File: config.mk
export PLATFORM = sky130hd
export DESIGN_NAME = conv_scan_ctrl_flat
export DESIGN_NICKNAME = d
export VERILOG_FILES = /design/src/rtl/conv_scan_ctrl_if.sv /design/src/rtl/conv_scan_ctrl.sv /design/src/flat_wrapper.sv
export SDC_FILE = /design/constraint.sdc
export NUM_CORES = 1
export LEC_CHECK = 0
export BUFFER_PORTS_ARGS = -buffer_cell sky130_fd_sc_hd__buf_4
export CORE_MARGIN = 1
export CORE_UTILIZATION = 24
export CTS_CLUSTER_SIZE = 12
export DETAILED_ROUTE_END_ITERATION = 16
export SLEW_MARGIN = 20
export SYNTH_ARGS = -nofsm -noshare
export SYNTH_HDL_FRONTEND = slang
export SYNTH_SLANG_ARGS = --single-unit
File: constraint.sdc
create_clock -name clk -period 2.3 [get_ports clk]
set_input_delay 0.46 -clock clk [delete_from_list [all_inputs] [get_ports clk]]
set_output_delay 0.46 -clock clk [all_outputs]
set_load 0.05 [all_outputs]
File: src/rtl/conv_scan_ctrl_if.sv
// Interface bundling the control inputs and scan outputs of conv_scan_ctrl.
// master: the sequencer side; slave: the host/datapath side.
interface conv_scan_ctrl_if;
    logic        start;
    logic        clr;
    logic        hold;
    logic [3:0]  w_raddr;
    logic        w_load;
    logic [3:0]  w_load_idx;
    logic [1:0]  x;
    logic [1:0]  y;
    logic [4:0]  X;
    logic [4:0]  Y;
    logic        valid;
    logic        x_step;
    logic        y_step;
    logic        pos_step;
    logic        row_wrap;
    logic        busy;
    logic        finish;
    logic [23:0] cycle_cnt;

    modport master (
        input  start, clr, hold,
        output w_raddr, w_load, w_load_idx, x, y, X, Y, valid,
               x_step, y_step, pos_step, row_wrap, busy, finish, cycle_cnt
    );

    modport slave (
        output start, clr, hold,
        input  w_raddr, w_load, w_load_idx, x, y, X, Y, valid,
               x_step, y_step, pos_step, row_wrap, busy, finish, cycle_cnt
    );
endinterface

File: src/rtl/conv_scan_ctrl.sv
// Kernel-load then output-plane scan sequencer for the 3x3 conv datapath.
// Define CONV_SCAN_CYCLE_CNT_EN to build the saturating RUN cycle counter.
module conv_scan_ctrl #(
    parameter int unsigned K      = 3,
    parameter int unsigned N      = 19,
    parameter int unsigned RD_LAT = 1,
    parameter int unsigned NBANK  = 16
) (
    input  logic             clk,
    input  logic             xrst,
    conv_scan_ctrl_if.master bus
);
    localparam int unsigned KK     = K * K;
    localparam int unsigned LD_CYC = KK + RD_LAT;
    localparam int unsigned LDW    = $clog2(LD_CYC + 1);
    localparam int unsigned AW     = $clog2(NBANK);

    typedef enum logic [1:0] {IDLE, LOAD, RUN, DONE} state_t;

    state_t                    state_q, state_d;
    logic [LDW-1:0]            ld_cnt_q, ld_cnt_d;
    logic [RD_LAT-1:0]         ld_vld_q;
    logic [RD_LAT-1:0][AW-1:0] ld_idx_q;
    logic [1:0]                x_q, y_q, x_d, y_d;
    logic [4:0]                X_q, Y_q, X_d, Y_d;

    logic          issue, ld_last, beat;
    logic          x_last, y_last, X_last, Y_last, scan_last;
    logic [AW-1:0] raddr;

    always_comb begin
        issue   = (state_q == LOAD) && (ld_cnt_q < LDW'(KK));
        ld_last = (state_q == LOAD) && (ld_cnt_q == LDW'(LD_CYC - 1));
        raddr   = '0;
        if (state_q == LOAD) begin
            raddr = issue ? AW'(ld_cnt_q) : AW'(KK - 1);
        end
        beat      = (state_q == RUN) && !bus.hold;
        x_last    = (x_q == 2'(K - 1));
        y_last    = (y_q == 2'(K - 1));
        X_last    = (X_q == 5'(N - 1));
        Y_last    = (Y_q == 5'(N - 1));
        scan_last = x_last && y_last && X_last && Y_last;
    end

    // Counters ripple x->y->X->Y; the final beat wraps all to zero for DONE.
    always_comb begin
        ld_cnt_d = '0;
        if (state_q == LOAD && !ld_last && !bus.clr) begin
            ld_cnt_d = ld_cnt_q + 1'b1;
        end
        x_d = x_q;
        y_d = y_q;
        X_d = X_q;
        Y_d = Y_q;
        if (bus.clr || state_q != RUN) begin
            x_d = '0;
            y_d = '0;
            X_d = '0;
            Y_d = '0;
        end else if (beat) begin
            x_d = x_last ? '0 : x_q + 1'b1;
            if (x_last) begin
                y_d = y_last ? '0 : y_q + 1'b1;
                if (y_last) begin
                    X_d = X_last ? '0 : X_q + 1'b1;
                    if (X_last) begin
                        Y_d = Y_last ? '0 : Y_q + 1'b1;
                    end
                end
            end
        end
    end

    always_ff @(posedge clk or negedge xrst) begin
        if (!xrst) begin
            state_q <= IDLE;
        end else begin
            state_q <= state_d;
        end
    end

    always_comb begin
        state_d = state_q;
        unique case (state_q)
            IDLE:    if (bus.start) state_d = LOAD;
            LOAD:    if (ld_last) state_d = RUN;
            RUN:     if (beat && scan_last) state_d = DONE;
            DONE:    state_d = IDLE;
            default: state_d = IDLE;
        endcase
        if (bus.clr) state_d = IDLE;
    end

    always_ff @(posedge clk or negedge xrst) begin
        if (!xrst) begin
            ld_cnt_q <= '0;
            ld_vld_q <= '0;
            ld_idx_q <= '0;
            x_q      <= '0;
            y_q      <= '0;
            X_q      <= '0;
            Y_q      <= '0;
        end else begin
            ld_cnt_q <= ld_cnt_d;
            x_q      <= x_d;
            y_q      <= y_d;
            X_q      <= X_d;
            Y_q      <= Y_d;
            if (bus.clr) begin
                ld_vld_q <= '0;
                ld_idx_q <= '0;
            end else begin
                ld_vld_q[0] <= issue;
                ld_idx_q[0] <= raddr;
                for (int unsigned i = 1; i < RD_LAT; i++) begin
                    ld_vld_q[i] <= ld_vld_q[i-1];
                    ld_idx_q[i] <= ld_idx_q[i-1];
                end
            end
        end
    end

`ifdef CONV_SCAN_CYCLE_CNT_EN
    logic [23:0] cyc_q, cyc_d;

    always_comb begin
        cyc_d = cyc_q;
        if (state_q == IDLE && bus.start && !bus.clr) begin
            cyc_d = '0;
        end else if (state_q == RUN && cyc_q != '1) begin
            cyc_d = cyc_q + 1'b1;
        end
    end

    always_ff @(posedge clk or negedge xrst) begin
        if (!xrst) begin
            cyc_q <= '0;
        end else begin
            cyc_q <= cyc_d;
        end
    end

    assign bus.cycle_cnt = cyc_q;
`else
    assign bus.cycle_cnt = '0;
`endif

    always_comb begin
        bus.busy       = (state_q != IDLE);
        bus.finish     = (state_q == DONE);
        bus.w_raddr    = raddr;
        bus.w_load     = ld_vld_q[RD_LAT-1];
        bus.w_load_idx = ld_vld_q[RD_LAT-1] ? ld_idx_q[RD_LAT-1] : '0;
        bus.x          = x_q;
        bus.y          = y_q;
        bus.X          = X_q;
        bus.Y          = Y_q;
        bus.valid      = beat;
        bus.x_step     = beat && !x_last;
        bus.y_step     = beat && x_last && !y_last;
        bus.pos_step   = beat && x_last && y_last;
        bus.row_wrap   = beat && x_last && y_last && X_last;
    end
endmodule

File: src/flat_wrapper.sv
// flat-port wrapper written by rule: the top's interface ports become plain ports
module conv_scan_ctrl_flat 
#(
    parameter int unsigned K      = 3,
    parameter int unsigned N      = 19,
    parameter int unsigned RD_LAT = 1,
    parameter int unsigned NBANK  = 16
)
  (clk, xrst, bus_start, bus_clr, bus_hold, bus_w_raddr, bus_w_load, bus_w_load_idx, bus_x, bus_y, bus_X, bus_Y, bus_valid, bus_x_step, bus_y_step, bus_pos_step, bus_row_wrap, bus_busy, bus_finish, bus_cycle_cnt);
  conv_scan_ctrl_if bus_i ();
  input  logic clk;
  input  logic xrst;
  input wire logic [$bits(bus_i.start)-1:0] bus_start;
  input wire logic [$bits(bus_i.clr)-1:0] bus_clr;
  input wire logic [$bits(bus_i.hold)-1:0] bus_hold;
  output wire logic [$bits(bus_i.w_raddr)-1:0] bus_w_raddr;
  output wire logic [$bits(bus_i.w_load)-1:0] bus_w_load;
  output wire logic [$bits(bus_i.w_load_idx)-1:0] bus_w_load_idx;
  output wire logic [$bits(bus_i.x)-1:0] bus_x;
  output wire logic [$bits(bus_i.y)-1:0] bus_y;
  output wire logic [$bits(bus_i.X)-1:0] bus_X;
  output wire logic [$bits(bus_i.Y)-1:0] bus_Y;
  output wire logic [$bits(bus_i.valid)-1:0] bus_valid;
  output wire logic [$bits(bus_i.x_step)-1:0] bus_x_step;
  output wire logic [$bits(bus_i.y_step)-1:0] bus_y_step;
  output wire logic [$bits(bus_i.pos_step)-1:0] bus_pos_step;
  output wire logic [$bits(bus_i.row_wrap)-1:0] bus_row_wrap;
  output wire logic [$bits(bus_i.busy)-1:0] bus_busy;
  output wire logic [$bits(bus_i.finish)-1:0] bus_finish;
  output wire logic [$bits(bus_i.cycle_cnt)-1:0] bus_cycle_cnt;
  assign bus_i.start = bus_start;
  assign bus_i.clr = bus_clr;
  assign bus_i.hold = bus_hold;
  assign bus_w_raddr = bus_i.w_raddr;
  assign bus_w_load = bus_i.w_load;
  assign bus_w_load_idx = bus_i.w_load_idx;
  assign bus_x = bus_i.x;
  assign bus_y = bus_i.y;
  assign bus_X = bus_i.X;
  assign bus_Y = bus_i.Y;
  assign bus_valid = bus_i.valid;
  assign bus_x_step = bus_i.x_step;
  assign bus_y_step = bus_i.y_step;
  assign bus_pos_step = bus_i.pos_step;
  assign bus_row_wrap = bus_i.row_wrap;
  assign bus_busy = bus_i.busy;
  assign bus_finish = bus_i.finish;
  assign bus_cycle_cnt = bus_i.cycle_cnt;
  conv_scan_ctrl #(.K(K), .N(N), .RD_LAT(RD_LAT), .NBANK(NBANK)) u_core (.clk(clk), .xrst(xrst), .bus(bus_i));
endmodule
==> results.yml, run 1 <==
logic_synthesis:
  synth-xor-area-share_pct: 2.76
  synth_area_per_cell_um2: 9.44
  yosysTopAreaCell: "dfrtp_1"
  ys_warn_count: 0
  syn_inst: 168
  synth_compound_area_share_pct: 10.1
  yosys.area_share.simple_pct: 22.0
  yosysUniqueCellTypes: 32
  synthArstFlopShare_pct: 100
  synth_adder_area_share_pct: 8.68
  ys_top_cells_by_count: "buf_4, dfrtp_1, inv_1"
  synth_top_area_share_pct: 39.5
  synth_flop_cell: "dfrtp_1"
  yosysSeqAreaShare_pct: 39.5
  muxShareOfSynthArea_pct: 1.34
  ys_ff_latch: 25
  synth_area_leaders: "dfrtp_1, buf_4, ha_1, and2_1, inv_1"
  synth-edff-count: 0
  synth_top_family_by_area: "simple AND/OR/NAND/NOR gates"
  synth_area_um2: 1590
min_path:
  hp-class: "input port to asynchronous set/reset pin"
clock_network:
  cts_max_level: 1
  clockRootBuffer: "clkbuf_8"
  cts_made_buffers: 3
  cts_tree: "yes"
  cts_setup_buffers: 0
  cts.clk_slew.worst_paths_ns: 0.08
  cts_sinks: 25
  clock_latency_ns: 0.26
  cts-resized-gates: 0
  holdBufCountCts: 0
  clockBufferDepth: 2
grt:
  grt_pass1_vias: 1076
  grtUsageTotal_pct: 8.63
  grt_remaining_overflow: 0
  grt_max_degree: 26
  grt_pass1_wl_um: 4910
  antenna_found_initial: 0
floorplanning:
  ioPinCount: 59
  die_w_um: 83.3
  rows: 29
  start_util_pct: 25.0
  fp.coreArea_um2: 6350
  die_h_um: 83.3
  dieArea_um2: 6930
power_and_ir_drop:
  p_comb_share_pct: 38.7
  pwr-share-clk_pct: 20.7
  p_leak_uw: 0.000910
  peakVddDrop_mv: 0.321
  power.total_uw: 1230
  p_per_area_nw_per_um2: 649
  seqPwrFrac_pct: 40.6
  p_switching_uw: 502
  switching_share_pct: 40.9
  p_int_uw: 725
setup_path:
  cp.required_ns: 1.84
  crit_fanout: 5
  critical_path_class: "flip-flop to primary output"
  startpoint_type: "flip-flop"
  arrival_ns: 1.72
  end_kind: "primary output"
place:
  io_buffers: 34
  gp_routability_congestion: 0.802
  hpwl_um: 2280
layout:
  antenna_cells: 0
  nets: 221
  drive_above_1_share_pct: 22.1
  area_growth_pct: 19.3
route:
  drt-wirelength-per-cell_um: 10.3
  drt_iter0_markers: 48
  routed_wl_um: 2900
  vias: 1146
  drc: 0
  via_per_inst: 4.08
  ant_nets: 0
  drtPass1Iterations: 4
timing:
  setup_tns_ns: 0
  setup_viol: 0
  fmax_mhz: 459
  whs_ns: 0.0870
  rsz0062_at_grt: "no"
  hold_viol: 0
  fin_crit_ns: 2.18
  drv_slew: 0
  finalCritPeriodShare_pct: 94.8
  skew_ns: 0.00179
outcome:
  run_status: "finished clean"
run:
  timing.max_cap.violations: 0
[state kept, by name, indices dropped and copies added (netlist names)]
register / cells
u_core.bus.w_load: 1
u_core.bus.X: 5
u_core.bus.Y: 5
u_core.ld_cnt_q: 4
u_core.ld_idx_q: 4
u_core.bus.y: 2
u_core.bus.x: 2
u_core.state_q: 2
[cell families (layout without fill, tap and decap cells)]
kind of cell,after synthesis,count (layout)
and+or+nand+nor,60,60
buffers and inverters,40,53
AOI/OAI and AO/OA,24,24
other,1,24
xor gates and xnor gates,5,5
muxes,2,2
DFF,25,25
adders and majority gates,11,11
[layer usage]
metal | global-route usage (%) | wire length [um] | up-vias
met3 | 1.59 | 143 | 5
met5 | 0 | 0 | -
met1 | 11.1 | 1360 | 530
li1 | - | - | 576
met4 | 4.23 | 57 | 0
met2 | 13.9 | 1330 | 35
[layout by cell type, fill, tap and decap left out, types with 2 or more instances in the layout]
cell | synthesis | routed
nor2_1 | 9 | 9
xnor2_1 | 2 | 2
o22ai_1 | 3 | 3
a21oi_1 | 8 | 8
and2_1 | 11 | 11
clkbuf_8 | 0 | 3
buf_4 | 25 | 33
conb_1 | 1 | 24
nand2b_1 | 5 | 5
nand2_1 | 11 | 11
or3_1 | 2 | 2
xor2_1 | 3 | 3
inv_1 | 15 | 15
nor3_1 | 5 | 5
o21ai_0 | 7 | 7
nand3_1 | 6 | 6
ha_1 | 11 | 11
dfrtp_1 | 25 | 25
nor2b_1 | 4 | 3
[power by group through the flow]
stage	clock, uW	combinational [uW]	sequential, uW
after floorplan	0	387	521
after global placement	0	474	507
after detailed placement	0	478	508
after CTS	270	481	499
after global routing	287	514	505
final	254	475	499
[through the flow]
| step | instance area [um2] | cells | utilization [%] | worst slack, ns |
|---|---|---|---|---|
| floorplan | 1680 | 191 | - | 0.0667 |
| global placement | 1840 | 277 | 29.0 | 0.393 |
| detailed placement | 1840 | 277 | 29.0 | 0.321 |
| CTS | 1890 | 281 | 29.7 | 0.0776 |
| global route | 1890 | 281 | 29.8 | 0.00103 |
| finish | 1890 | 281 | 29.8 | 0.120 |
[critical path: stages (launching register included)]
cell,delay (ns)
dfrtp_1,0.43
inv_1,0.10
ha_1,0.21
and4bb_4,0.29
and3_1,0.25
buf_6,0.19
[worst paths after layout]
kind	from	to	slack (ns)	cells past startpoint
worst max register to register	u_core.state_q[0]$_DFFE_PN0P_	u_core.state_q[0]$_DFFE_PN0P_	0.33	6
worst max-delay path	u_core.state_q[0]$_DFFE_PN0P_	bus_row_wrap	0.12	5
worst min-delay path	xrst	u_core.bus.w_load$_DFF_PN0_	0.09	1
min in group clk	bus_clr	u_core.ld_idx_q[3]$_DFF_PN0_	0.41	2
max in group asynchronous	xrst	u_core.bus.X[2]$_DFFE_PN0P_	1.96	1
worst min register to register	u_core.bus.X[4]$_DFFE_PN0P_	u_core.bus.X[4]$_DFFE_PN0P_	0.55	2
[layout make-up]
cell class                      count  area, um2
Fill cell                         657       4460
Multi-Input combinational cell    126        808
Sequential cell                    25        626
Timing Repair Buffer               34        259
Tap cell                           77       96.3
Inverter                           15       56.3
Clock buffer                        3       41.3
Clock inverter                      1       5.00
(Power assumes the default switching activity.)
==> inputs of run 2 (changes only) <==
Clock period 2.3 ns to 2.2 ns, I/O delays scaled along.
==> results.yml, run 2 (synthesis results as in run 1) <==
setup_path:
  crit_family: "simple AND/OR/NAND/NOR gates"
  startpoint_type: "flip-flop"
  crit_slowest_cell: "dfrtp_1"
  crit_chain: "inv_1 -> ha_2 -> and4bb_4 -> and3_2 -> buf_6"
  critical_path.max_stage_delay_ns: 0.40
  worst-path-buf-inv: 2
  worstSetupStartpoint: "u_core.state_q[0]$_DFFE_PN0P_"
  end_kind: "primary output"
  crit_fanout: 4
  cp.required_ns: 1.76
  rr_startpoint: "u_core.state_q[0]$_DFFE_PN0P_"
  critical_path_class: "flip-flop to primary output"
  arrival_ns: 1.66
power_and_ir_drop:
  p_switching_uw: 532
  pwr-share-clk_pct: 20.5
  seqPwrFrac_pct: 39.5
  p_leak_uw: 0.000917
  switching_share_pct: 40.6
  p_int_uw: 777
  p_per_area_nw_per_um2: 682
  peakVddDrop_mv: 0.346
  p_comb_share_pct: 40.0
route:
  drtPass1Iterations: 4
  drt_iter0_markers: 55
  routed_wl_um: 3000
  drc: 0
  ant_nets: 0
  via_per_inst: 4.09
  vias: 1158
  drt-wirelength-per-cell_um: 10.6
floorplanning:
  die_w_um: 83.3
  dieArea_um2: 6930
  start_util_pct: 25.0
  ioPinCount: 59
  rows: 29
  die_h_um: 83.3
  fp.coreArea_um2: 6350
place:
  hpwl_um: 2330
  gp_routability_congestion: 0.769
  io_buffers: 34
  placed_cells: 278
layout:
  nets: 223
  final_common_cell: "buf_4"
  area_growth_pct: 21.1
  drive_above_1_share_pct: 24.3
  antenna_cells: 0
  final_cells: 283
  final_cell_mix: "buf_4, dfrtp_1, conb_1"
timing:
  drv_slew: 0
  rsz0062_at_grt: "no"
  fmax_mhz: 475
  fin_crit_ns: 2.10
  hold_viol: 0
  finalCritPeriodShare_pct: 95.6
  skew_ns: 0.00755
  setup_tns_ns: 0
  setup_viol: 0
clock_network:
  cts_sinks: 25
  cts_made_buffers: 3
  clockRootBuffer: "clkbuf_8"
  cts_tree: "yes"
  cts.clk_slew.worst_paths_ns: 0.09
  clockBufferDepth: 2
  clock_latency_ns: 0.27
  cts_max_level: 1
grt:
  grt_pass1_wl_um: 5130
  grt_remaining_overflow: 0
  grtUsageTotal_pct: 8.95
  antenna_found_initial: 0
  grt_max_degree: 26
  grt_pass1_vias: 1085
outcome:
  run_status: "finished clean"
min_path:
  hp-class: "input port to asynchronous set/reset pin"
run:
  timing.max_cap.violations: 0
## run 2: cell types whose count changed in the layout (fill, tap and decap cells not counted), sizes merged
cell and change:
clkinv -1, clkbuf +1, buf +2
## run 2: final cells by class
class | instances | area [um2]
inverters | 15 | 56.3
well taps | 77 | 96.3
repair buffers | 36 | 278
flip-flops and latches | 25 | 626
multi-input cells | 126 | 818
clock buffers | 4 | 45.0
fillers | 657 | 4430
## run 2: power groups by stage
| stage | Clock [uW] | Combinational, uW | Sequential, uW |
|---|---|---|---|
| 2_1_floorplan | 0 | 406 | 545 |
| 3_3_place_gp | 0 | 505 | 530 |
| 3_5_place_dp | 0 | 505 | 531 |
| 4_1_cts | 284 | 510 | 522 |
| 5_1_grt | 299 | 569 | 523 |
| 6_report | 268 | 523 | 517 |
## run 2: what timing repair did
item                                   CTS  global route
endpoints found under the hold margin    0             0
resized for setup                        2             3
gates cloned                             0             0
setup buffers                            0             1
pin swaps                                0             0
setup endpoints to repair                1             2
hold buffers                             0             0
## run 2: worst paths after layout
kind	to	slack (ns)	cells past startpoint
worst max-delay path	bus_row_wrap	0.1	5
worst min-delay path	u_core.bus.x[1]$_DFFE_PN0P_	0.06	1
worst max register to register	u_core.state_q[0]$_DFFE_PN0P_	0.26	6
worst min register to register	u_core.ld_cnt_q[0]$_DFF_PN0_	0.55	1
max in group asynchronous	u_core.state_q[1]$_DFFE_PN0P_	1.89	1
min in group clk	u_core.ld_idx_q[3]$_DFF_PN0_	0.40	2
## run 2: per-layer routing
layer | up-vias | global-route usage, % | wire [um]
li1 | 583 | - | -
met1 | 530 | 12.1 | 1440
met2 | 40 | 14.6 | 1370
met3 | 5 | 1.09 | 146
met4 | 0 | 3.29 | 44
met5 | - | 0 | 0
## run 2: per-stage QoR
stage	total power, uW	cell area, um2	utilization [%]	setup slack, ns	hold WS [ns]
floorplan	952	1680	-	0.00428	0.144
global placement	1030	1850	29.2	0.305	0.371
detailed placement	1040	1850	29.2	0.214	0.369
CTS	1320	1900	30.0	0.0136	0.0726
global route	1390	1920	30.2	0.00381	0.0889
finish	1310	1920	30.2	0.0969	0.0640
==> inputs of run 3 (changes only) <==
--- a/config.mk
+++ b/config.mk
@@ -6,6 +6,5 @@
 export NUM_CORES = 1
 export LEC_CHECK = 0
-export BUFFER_PORTS_ARGS = -buffer_cell sky130_fd_sc_hd__buf_4
-export CORE_MARGIN = 1
+export BUFFER_PORTS_ARGS = -buffer_cell sky130_fd_sc_hd__buf_2
 export CORE_UTILIZATION = 24
 export CTS_CLUSTER_SIZE = 12
==> constraint.sdc (replaced) <==
create_clock -name clk -period 2.2 [get_ports clk]
set_input_delay 0.33 -clock clk [delete_from_list [all_inputs] [get_ports clk]]
set_output_delay 0.33 -clock clk [all_outputs]
set_load 0.05 [all_outputs]
==> results.yml, run 3 (synthesis results as in run 1) <==
setup_path:
  crit_fanout: 5
  cp.required_ns: 1.87
  end_kind: "primary output"
  arrival_ns: 1.75
  startpoint_type: "flip-flop"
  r2r_cells: 6
  rr_endpoint: "u_core.state_q[0]$_DFFE_PN0P_"
  rr_startpoint: "u_core.state_q[0]$_DFFE_PN0P_"
  critical_path_class: "flip-flop to primary output"
  ff2ff_setup_slack_ns: 0.21
layout:
  final_common_cell: "buf_2"
  area_growth_pct: 14.7
  antenna_cells: 0
  postLayoutCellArea_um2: 1820
  nets: 222
  final_cell_mix: "buf_2, dfrtp_1, conb_1"
  fill_cells: 658
  drive_above_1_share_pct: 22.9
timing:
  skew_ns: 0.00593
  rsz0062_at_grt: "no"
  fin_crit_ns: 2.08
  setup_tns_ns: 0
  fmax_mhz: 481
  tightest_slew_ns: 0.572
  setup_viol: 0
  finalCritPeriodShare_pct: 94.4
  relSlewSlack_pct: 61.9
  whs_ns: 0.0555
  hold_viol: 0
  drv_slew: 0
outcome:
  run_status: "finished clean"
power_and_ir_drop:
  p_leak_uw: 0.000907
  p_int_uw: 745
  pwr-share-clk_pct: 21.1
  p_comb_share_pct: 38.0
  seqPwrFrac_pct: 40.9
  p_switching_uw: 529
  peakVddDrop_mv: 0.263
  p_per_area_nw_per_um2: 701
  switching_share_pct: 41.5
grt:
  grt_pass1_wl_um: 5280
  grtUsageTotal_pct: 9.23
  grt_pass1_vias: 1113
  grt_max_degree: 26
  grt_remaining_overflow: 0
  antenna_found_initial: 0
place:
  hpwl_um: 2350
  post_dp_cell_area_um2: 1760
  gp_routability_congestion: 0.790
  io_buffers: 34
floorplanning:
  fp.coreArea_um2: 6350
  rows: 29
  dieArea_um2: 6930
  start_util_pct: 25.0
  ioPinCount: 59
  die_w_um: 83.3
  die_h_um: 83.3
route:
  ant_nets: 0
  via_per_inst: 4.10
  vias: 1155
  drtPass1Iterations: 4
  routed_wl_um: 3020
  drt-wirelength-per-cell_um: 10.7
  drt_iter0_markers: 44
  drc: 0
clock_network:
  cts_sinks: 25
  cts_max_level: 1
  clockBufferDepth: 2
  clockRootBuffer: "clkbuf_8"
  clock_latency_ns: 0.26
  cts_tree: "yes"
  cts.clk_slew.worst_paths_ns: 0.09
  cts_made_buffers: 3
run:
  timing.max_cap.violations: 0
min_path:
  hp-class: "input port to asynchronous set/reset pin"
## run 3: changes by cell type in the layout (fill, tap and decap cells not counted)
| cell | before | now |
|---|---|---|
| buf_6 | 2 | 0 |
| buf_2 | 0 | 32 |
| and2_2 | 1 | 0 |
| and2_1 | 10 | 11 |
| nor3_1 | 4 | 5 |
| clkbuf_4 | 0 | 1 |
| nor3_2 | 1 | 0 |
| buf_4 | 34 | 2 |
## run 3: repair_timing
item | 4_1_cts | 5_1_grt
endpoints found under the setup margin | 0 | 2
setup buffers | 0 | 0
resized for setup | 0 | 5
hold buffers | 0 | 0
## run 3: power groups by stage
stage / combinational, uW / sequential (uW) / clock (uW)
after floorplan: 405 / 545 / 0
after global placement: 484 / 529 / 0
after detailed placement: 484 / 531 / 0
after CTS: 488 / 522 / 286
after global routing: 530 / 529 / 298
final: 484 / 522 / 268
## run 3: per-stage QoR
stage	cells	util (%)	setup WS, ns	total power [uW]
after floorplan	191	-	0.0915	950
after global placement	278	27.8	0.305	1010
after detailed placement	278	27.8	0.203	1020
after CTS	282	28.5	0.0106	1300
after global routing	282	28.6	0.0193	1360
final	282	28.6	0.123	1270
## run 3: per-layer routing
| layer | share of wire (%) | global-route usage [%] |
|---|---|---|
| met3 | 4.8 | 1.09 |
| met1 | 48 | 12.4 |
| met5 | 0 | 0 |
| met4 | 1.2 | 4.23 |
| met2 | 46 | 14.8 |
## run 3: cell type report
| cell class | instances | area, um2 | area share, % |
|---|---|---|---|
| repair buffers | 35 | 183 | 10.0 |
| flip-flops and latches | 25 | 626 | 34.4 |
| clock buffers | 4 | 45.0 | 2.48 |
| well taps | 77 | 96.3 | 5.30 |
| inverters | 15 | 56.3 | 3.10 |
| multi-input cells | 126 | 812 | 44.7 |
## run 3: critical path, cell delays in order, from the launching register on
cell and delay, ns:
dfrtp_1 0.43, inv_1 0.11, ha_2 0.21, and4bb_4 0.28
and2_1 0.20, clkbuf_4 0.25
## run 3: worst max-delay path by stage
| stage | endpoint | depth (start not counted) | from |
|---|---|---|---|
| final | bus_pos_step | 5 | u_core.state_q[0]$_DFFE_PN0P_ |
| after detailed placement | u_core.state_q[0]$_DFFE_PN0P_ | 6 | u_core.state_q[0]$_DFFE_PN0P_ |
| after global placement | u_core.state_q[0]$_DFFE_PN0P_ | 6 | u_core.state_q[0]$_DFFE_PN0P_ |
| after global routing | bus_pos_step | 5 | u_core.state_q[0]$_DFFE_PN0P_ |
| after floorplan | u_core.bus.Y[4]$_DFFE_PN0P_ | 5 | u_core.bus.X[1]$_DFFE_PN0P_ |
| after CTS | bus_row_wrap | 5 | u_core.state_q[0]$_DFFE_PN0P_ |
